## src/rtl/i2c_slave_regfile.sv

```systemverilog
// I2C target with a byte-wide register file, auto-incrementing pointer and a
// local fabric-side register port. Split open-drain SDA (sda_oe pulls low).
`timescale 1ns/1ps

module i2c_slave_regfile #(
   parameter logic [6:0] SLV_ADDR = 7'h2D,
   parameter int         DEPTH    = 16,
   parameter int         PW       = $clog2(DEPTH),
   parameter logic [7:0] RST_VAL  = 8'h00
) (
   input  logic          clk,
   input  logic          rstn,
   input  logic          scl_i,
   input  logic          sda_i,
   output logic          sda_oe,
   output logic          busy,
   output logic          wr_stb,
   output logic [PW-1:0] wr_idx,
   output logic [7:0]    wr_dat,
   input  logic          lcl_we,
   input  logic [PW-1:0] lcl_idx,
   input  logic [7:0]    lcl_wdat,
   output logic [7:0]    lcl_rdat
);

   // state     | meaning
   // IDLE      | bus free, waiting for START
   // ADDR      | shifting in address + R/W
   // ADDR_ACK  | driving ACK for our address
   // PTR       | shifting in register pointer
   // PTR_ACK   | driving ACK for a valid pointer
   // WDATA     | shifting in a write byte
   // WDATA_ACK | driving ACK for a committed byte
   // RDATA     | shifting out a read byte
   // RDATA_ACK | sampling the master's ACK/NACK
   // IGNORE    | not addressed / NACKed, waiting for START or STOP
   typedef enum logic [3:0] {
      IDLE, ADDR, ADDR_ACK, PTR, PTR_ACK, WDATA, WDATA_ACK, RDATA, RDATA_ACK, IGNORE
   } state_t;

   localparam logic [PW:0]   DEPTH_L = (PW+1)'(DEPTH);
   localparam logic [PW-1:0] LAST    = PW'(DEPTH - 1);

   state_t        state, state_nxt;
   logic [2:0]    scl_q, sda_q;
   logic [7:0]    sh, sh_nxt;
   logic [3:0]    cnt, cnt_nxt;
   logic          rw, rw_nxt;
   logic          mst_nack, mst_nack_nxt;
   logic [PW-1:0] ptr, ptr_nxt, ptr_inc;
   logic [7:0]    tx, tx_nxt;
   logic          oe_nxt, busy_nxt, stb_nxt;
   logic [PW-1:0] idx_nxt;
   logic [7:0]    dat_nxt, rd_byte;
   logic          scl_rise, scl_fall, start_det, stop_det, sda_s, ptr_fits;
   logic [7:0]    regs [DEPTH];

   // [1:0] synchroniser, [2] edge-detect delay; reset high to match an idle bus
   always_ff @(posedge clk or negedge rstn) begin
      if (!rstn) begin
         scl_q <= 3'b111;
         sda_q <= 3'b111;
      end else begin
         scl_q <= {scl_q[1:0], scl_i};
         sda_q <= {sda_q[1:0], sda_i};
      end
   end

   assign sda_s     = sda_q[1];
   assign scl_rise  = scl_q[1] & ~scl_q[2];
   assign scl_fall  = ~scl_q[1] & scl_q[2];
   assign start_det = scl_q[1] & scl_q[2] & ~sda_q[1] & sda_q[2];
   assign stop_det  = scl_q[1] & scl_q[2] & sda_q[1] & ~sda_q[2];
   assign ptr_inc   = (ptr == LAST) ? '0 : ptr + 1'b1;
   assign ptr_fits  = ({1'b0, sh} < 9'(DEPTH));
   assign rd_byte   = regs[ptr];

   always_ff @(posedge clk or negedge rstn) begin
      if (!rstn) begin
         state    <= IDLE;
         sh       <= '0;
         cnt      <= '0;
         rw       <= 1'b0;
         mst_nack <= 1'b0;
         ptr      <= '0;
         tx       <= '0;
         sda_oe   <= 1'b0;
         busy     <= 1'b0;
         wr_stb   <= 1'b0;
         wr_idx   <= '0;
         wr_dat   <= '0;
      end else begin
         state    <= state_nxt;
         sh       <= sh_nxt;
         cnt      <= cnt_nxt;
         rw       <= rw_nxt;
         mst_nack <= mst_nack_nxt;
         ptr      <= ptr_nxt;
         tx       <= tx_nxt;
         sda_oe   <= oe_nxt;
         busy     <= busy_nxt;
         wr_stb   <= stb_nxt;
         wr_idx   <= idx_nxt;
         wr_dat   <= dat_nxt;
      end
   end

   always_comb begin
      state_nxt    = state;
      sh_nxt       = sh;
      cnt_nxt      = cnt;
      rw_nxt       = rw;
      mst_nack_nxt = mst_nack;
      ptr_nxt      = ptr;
      tx_nxt       = tx;
      oe_nxt       = sda_oe;
      busy_nxt     = busy;
      stb_nxt      = 1'b0;
      idx_nxt      = wr_idx;
      dat_nxt      = wr_dat;
      if (stop_det) begin
         state_nxt = IDLE;
         oe_nxt    = 1'b0;
         busy_nxt  = 1'b0;
         cnt_nxt   = '0;
      end else if (start_det) begin
         state_nxt = ADDR;
         oe_nxt    = 1'b0;
         cnt_nxt   = '0;
      end else begin
         case (state)
            ADDR, PTR, WDATA: begin
               if (scl_rise) begin
                  sh_nxt  = {sh[6:0], sda_s};
                  cnt_nxt = cnt + 1'b1;
               end else if (scl_fall && cnt == 4'd8) begin
                  cnt_nxt = '0;
                  if (state == ADDR) begin
                     if (sh[7:1] == SLV_ADDR) begin
                        state_nxt = ADDR_ACK;
                        oe_nxt    = 1'b1;
                        busy_nxt  = 1'b1;
                        rw_nxt    = sh[0];
                     end else begin
                        state_nxt = IGNORE;
                        oe_nxt    = 1'b0;
                     end
                  end else if (state == PTR) begin
                     if (ptr_fits) begin
                        ptr_nxt   = sh[PW-1:0];
                        state_nxt = PTR_ACK;
                        oe_nxt    = 1'b1;
                     end else begin
                        state_nxt = IGNORE;
                        oe_nxt    = 1'b0;
                     end
                  end else begin
                     stb_nxt   = 1'b1;
                     idx_nxt   = ptr;
                     dat_nxt   = sh;
                     ptr_nxt   = ptr_inc;
                     state_nxt = WDATA_ACK;
                     oe_nxt    = 1'b1;
                  end
               end
            end
            ADDR_ACK: begin
               if (scl_fall) begin
                  if (rw) begin
                     state_nxt = RDATA;
                     tx_nxt    = rd_byte;
                     oe_nxt    = ~rd_byte[7];
                  end else begin
                     state_nxt = PTR;
                     oe_nxt    = 1'b0;
                  end
               end
            end
            PTR_ACK, WDATA_ACK: begin
               if (scl_fall) begin
                  state_nxt = WDATA;
                  oe_nxt    = 1'b0;
               end
            end
            RDATA: begin
               if (scl_rise) begin
                  cnt_nxt = cnt + 1'b1;
               end else if (scl_fall && cnt == 4'd8) begin
                  cnt_nxt   = '0;
                  oe_nxt    = 1'b0;
                  ptr_nxt   = ptr_inc;
                  state_nxt = RDATA_ACK;
               end else if (scl_fall && cnt != 4'd0) begin
                  oe_nxt = ~tx[6];
                  tx_nxt = {tx[6:0], 1'b0};
               end
            end
            RDATA_ACK: begin
               if (scl_rise) begin
                  mst_nack_nxt = sda_s;
                  cnt_nxt      = 4'd1;
               end else if (scl_fall && cnt == 4'd1) begin
                  cnt_nxt = '0;
                  if (!mst_nack) begin
                     state_nxt = RDATA;
                     tx_nxt    = rd_byte;
                     oe_nxt    = ~rd_byte[7];
                  end else begin
                     state_nxt = IGNORE;
                     oe_nxt    = 1'b0;
                  end
               end
            end
            IGNORE:  oe_nxt = 1'b0;
            default: ;
         endcase
      end
   end

   // I2C commit lands the cycle wr_stb is high and wins over a local write to the same index
   always_ff @(posedge clk or negedge rstn) begin
      if (!rstn) begin
         for (int i = 0; i < DEPTH; i++) regs[i] <= RST_VAL;
      end else begin
         if (lcl_we && ({1'b0, lcl_idx} < DEPTH_L) && !(wr_stb && wr_idx == lcl_idx))
            regs[lcl_idx] <= lcl_wdat;
         if (wr_stb)
            regs[wr_idx] <= wr_dat;
      end
   end

   assign lcl_rdat = ({1'b0, lcl_idx} < DEPTH_L) ? regs[lcl_idx] : RST_VAL;

endmodule
```

## config.mk

```make
export PLATFORM = sky130hd
export DESIGN_NAME = i2c_slave_regfile
export DESIGN_NICKNAME = d
export VERILOG_FILES = /design/src/rtl/i2c_slave_regfile.sv
export SDC_FILE = /design/constraint.sdc
export NUM_CORES = 1
export LEC_CHECK = 0
export BUFFER_PORTS_ARGS = -buffer_cell sky130_fd_sc_hd__buf_4
export CAP_MARGIN = 20
export CORE_MARGIN = 3
export CORE_UTILIZATION = 40
export CTS_CLUSTER_SIZE = 8
export DETAILED_ROUTE_END_ITERATION = 8
export SLEW_MARGIN = 20
export SYNTH_ARGS = -nofsm -noshare
export SYNTH_HDL_FRONTEND = slang
export SYNTH_SLANG_ARGS = --single-unit
```

## constraint.sdc

```tcl
create_clock -name clk -period 5.2 [get_ports clk]
set_input_delay 0.52 -clock clk [delete_from_list [all_inputs] [get_ports clk]]
set_output_delay 0.52 -clock clk [all_outputs]
set_load 0.005 [all_outputs]
```

==> results.sh <==
export IMPL_cts_max_path_buffers=2
export IMPL_grt_busiest_layer="met2"
export IMPL_ctsHoldBuffers=0
export IMPL_num_nets_final=993
export IMPL_cts_root_buf="clkbuf_16"
export IMPL_io_pins=40
export IMPL_grt_antenna_before_repair=0
export IMPL_fmax_mhz=335
export IMPL_synth_top_flop_cell="dfrtp_1"
export IMPL_yosys_area_share_simple_pct=10.4
export IMPL_drive_above_1_share_pct=19.4
export IMPL_min_period_ns=2.99
export IMPL_grt_max_degree=107
export IMPL_relSlewSlack_pct=26.7
export IMPL_die_area_sq_um=29200
export IMPL_start_kind="input port"
export IMPL_critPathMaxFanout=37
export IMPL_die_width_um=171
export IMPL_dieHeight_um=171
export IMPL_required_ns=4.68
export IMPL_met3_usage_pct=5.04
export IMPL_synth_compound_area_share_pct=12.8
export IMPL_dpl_hpwl_mm=21.1
export IMPL_diodes=0
export IMPL_num_vias=8046
export IMPL_cts_num_sinks=178
export IMPL_timing_hold_ws_ns=0.0692
export IMPL_synth_net_count=1008
export IMPL_crit_type="input port to output port"
export IMPL_vdd_drop_max_uv=248
export IMPL_async_reset_ff_share_pct=100
export IMPL_synth_edf_count=0
export IMPL_tns_ns=0
export IMPL_drt_iter0_drc=721
export IMPL_synth_area_leaders="dfrtp_1, mux4_2, mux2i_1"
export IMPL_p_per_area_nw_per_um2=390
export IMPL_grt_pass1_vias=7840
export IMPL_ys_types=66
export IMPL_start_util_pct=41.2
export IMPL_postCtsSetupBuffers=0
export IMPL_cts_buffers=17
export IMPL_cts_tree="built"
export IMPL_ant_nets=0
export IMPL_ys_ff_latch=178
export IMPL_rsz0062_at_grt="no"
export IMPL_synthAdderAreaFrac_pct=0.460
export IMPL_syn_to_final_growth_pct=9.70
export IMPL_cap_violations=0
export IMPL_dr_pass1_iters=5
export IMPL_syn_inst=987
export IMPL_synth_top_area_share_pct=39.5
export IMPL_reg2regPathDepth=5
export IMPL_core_area_sq_um=26400
export IMPL_finalSetupViolCount=0
export IMPL_fin_total_pwr_mw=4.66
export IMPL_grt_pass1_wl_mm=49.0
export IMPL_place_gp_congestion=0.848
export IMPL_final_cell_mix="dfrtp_1, mux2i_1, a21oi_1"
export IMPL_final_common_cell="dfrtp_1"
export IMPL_insertion_delay_ns=0.46
export IMPL_cp_data_arrival_time_ns=2.47
export IMPL_viasPerCell=6.10
export IMPL_ys_warn_count=0
export IMPL_synth_area_leader_cell="dfrtp_1"
export IMPL_postCtsResizedCells=0
export IMPL_crit_path_end_kind="output port"
export IMPL_cts_htree_levels=4
export IMPL_hp_class="input port to async pin"
export IMPL_drc=0
export IMPL_overflow=0
export IMPL_worstMarginPinSlew_ns=1.10
export IMPL_synth_top_family_by_area="multiplexers"
export IMPL_wire_per_inst_um=23.7
export IMPL_final_hold_violation_count=0
export IMPL_io_buffers=39
export IMPL_clk_pin_slew_ns=0.08
export IMPL_use_met1_pct=30.8
export IMPL_outcome="completed"
export IMPL_synth_xor_area_share_pct=0.402
export IMPL_drt_total_wl_mm=31.2
export IMPL_maxSlewViolCount=0
export IMPL_synth_mux_area_share_pct=31.6
export IMPL_avgSynthCellArea_sq_um=11.0
export IMPL_netlist_area_sq_um=10900
export IMPL_use_met2_pct=35.6
export IMPL_period_share_pct=57.5
export IMPL_track_usage_pct=22.2
export IMPL_skew_ns=0.0137
export IMPL_rows=59
export IMPL_p_leak_nw=5.17
export IMPL_ys_seq_area_share_pct=41.0
==> worst max-delay path: stages <==
cell	delay, ns
buf_4	0.57
mux4_2	0.65
mux4_2	0.52
buf_4	0.16
==> kinds of logic after synthesis <==
kind of cell,Yosys count
xor gates and xnor gates,5
DFF,178
adders and majority gates,4
and+or+nand+nor,251
buffers and inverters,89
AOI/OAI and AO/OA,211
muxes,249
==> metrics by stage <==
stage / cell area, sq um / setup slack, ns / util (%) / std cells
2_1_floorplan: 10900 / 2.49 / - / 987
3_3_place_gp: 11300 / 2.11 / 42.9 / 1288
3_5_place_dp: 11300 / 2.05 / 42.9 / 1288
4_1_cts: 11900 / 2.18 / 45.2 / 1320
5_1_grt: 11900 / 2.12 / 45.2 / 1320
6_report: 11900 / 2.21 / 45.2 / 1320
==> sequential cells by signal (all words and copies together), names as in the netlist <==
name	count
ptr	4
rw	1
regs	128
busy	1
wr_idx	4
scl_q	3
sda_oe	1
sda_q	3
tx	7
sh	8
wr_dat	8
mst_nack	1
wr_stb	1
cnt	4
state	4
==> layer usage <==
layer | vias to the layer above | part of all wire (%)
li1 | 3631 | -
met1 | 4090 | 44
met4 | 0 | 1.8
met3 | 39 | 6.1
met5 | - | 0
met2 | 286 | 48
==> where the power goes <==
group | leakage [nW] | internal (mW) | switching [mW]
sequential | 2.05 | 1.70 | 0.317
clock | 0.299 | 0.733 | 0.641
combinational | 2.83 | 0.664 | 0.612
==> path summary, 6_finish.rpt <==
path	from	end	slack, ns
min in group clk	scl_i	scl_q[0]	0.18
worst max register to register	ptr[1]	tx[4]	2.33
worst max-delay path	lcl_idx[0]	lcl_rdat[6]	2.21
worst min-delay path	rstn	state[1]	0.07
max in group asynchronous	rstn	regs[92]	4.08
worst min register to register	scl_q[0]	scl_q[1]	0.36
==> synthesized netlist by cell type (3+ instances only) <==
library cell	n
a2111oi_4	8
a211oi_1	3
a21oi_1	147
a31oi_1	4
buf_1	10
buf_2	11
buf_4	3
clkbuf_1	53
dfrtp_1	172
dfstp_2	6
ha_1	4
inv_1	8
mux2_1	18
mux2_2	10
mux2i_1	148
mux4_2	73
nand2_1	36
nand2b_1	12
nand3_1	13
nand4_1	3
nand4b_1	3
nor2_1	145
nor2b_1	8
nor3_1	10
nor3b_1	3
o211ai_1	3
o21ai_0	11
o21ai_2	8
o221ai_1	5
or2_2	3
xnor2_1	4
==> layout make-up <==
cell class                      instances  area, sq um
Fill cell                            2407        14500
Inverter                               10         37.5
Tap cell                              335          419
Multi-Input combinational cell        720         6050
Clock inverter                         15          193
Sequential cell                       178         4460
Timing Repair Buffer                   45          354
Clock buffer                           17          425
No activity file was read; power rests on OpenSTA's default activity.
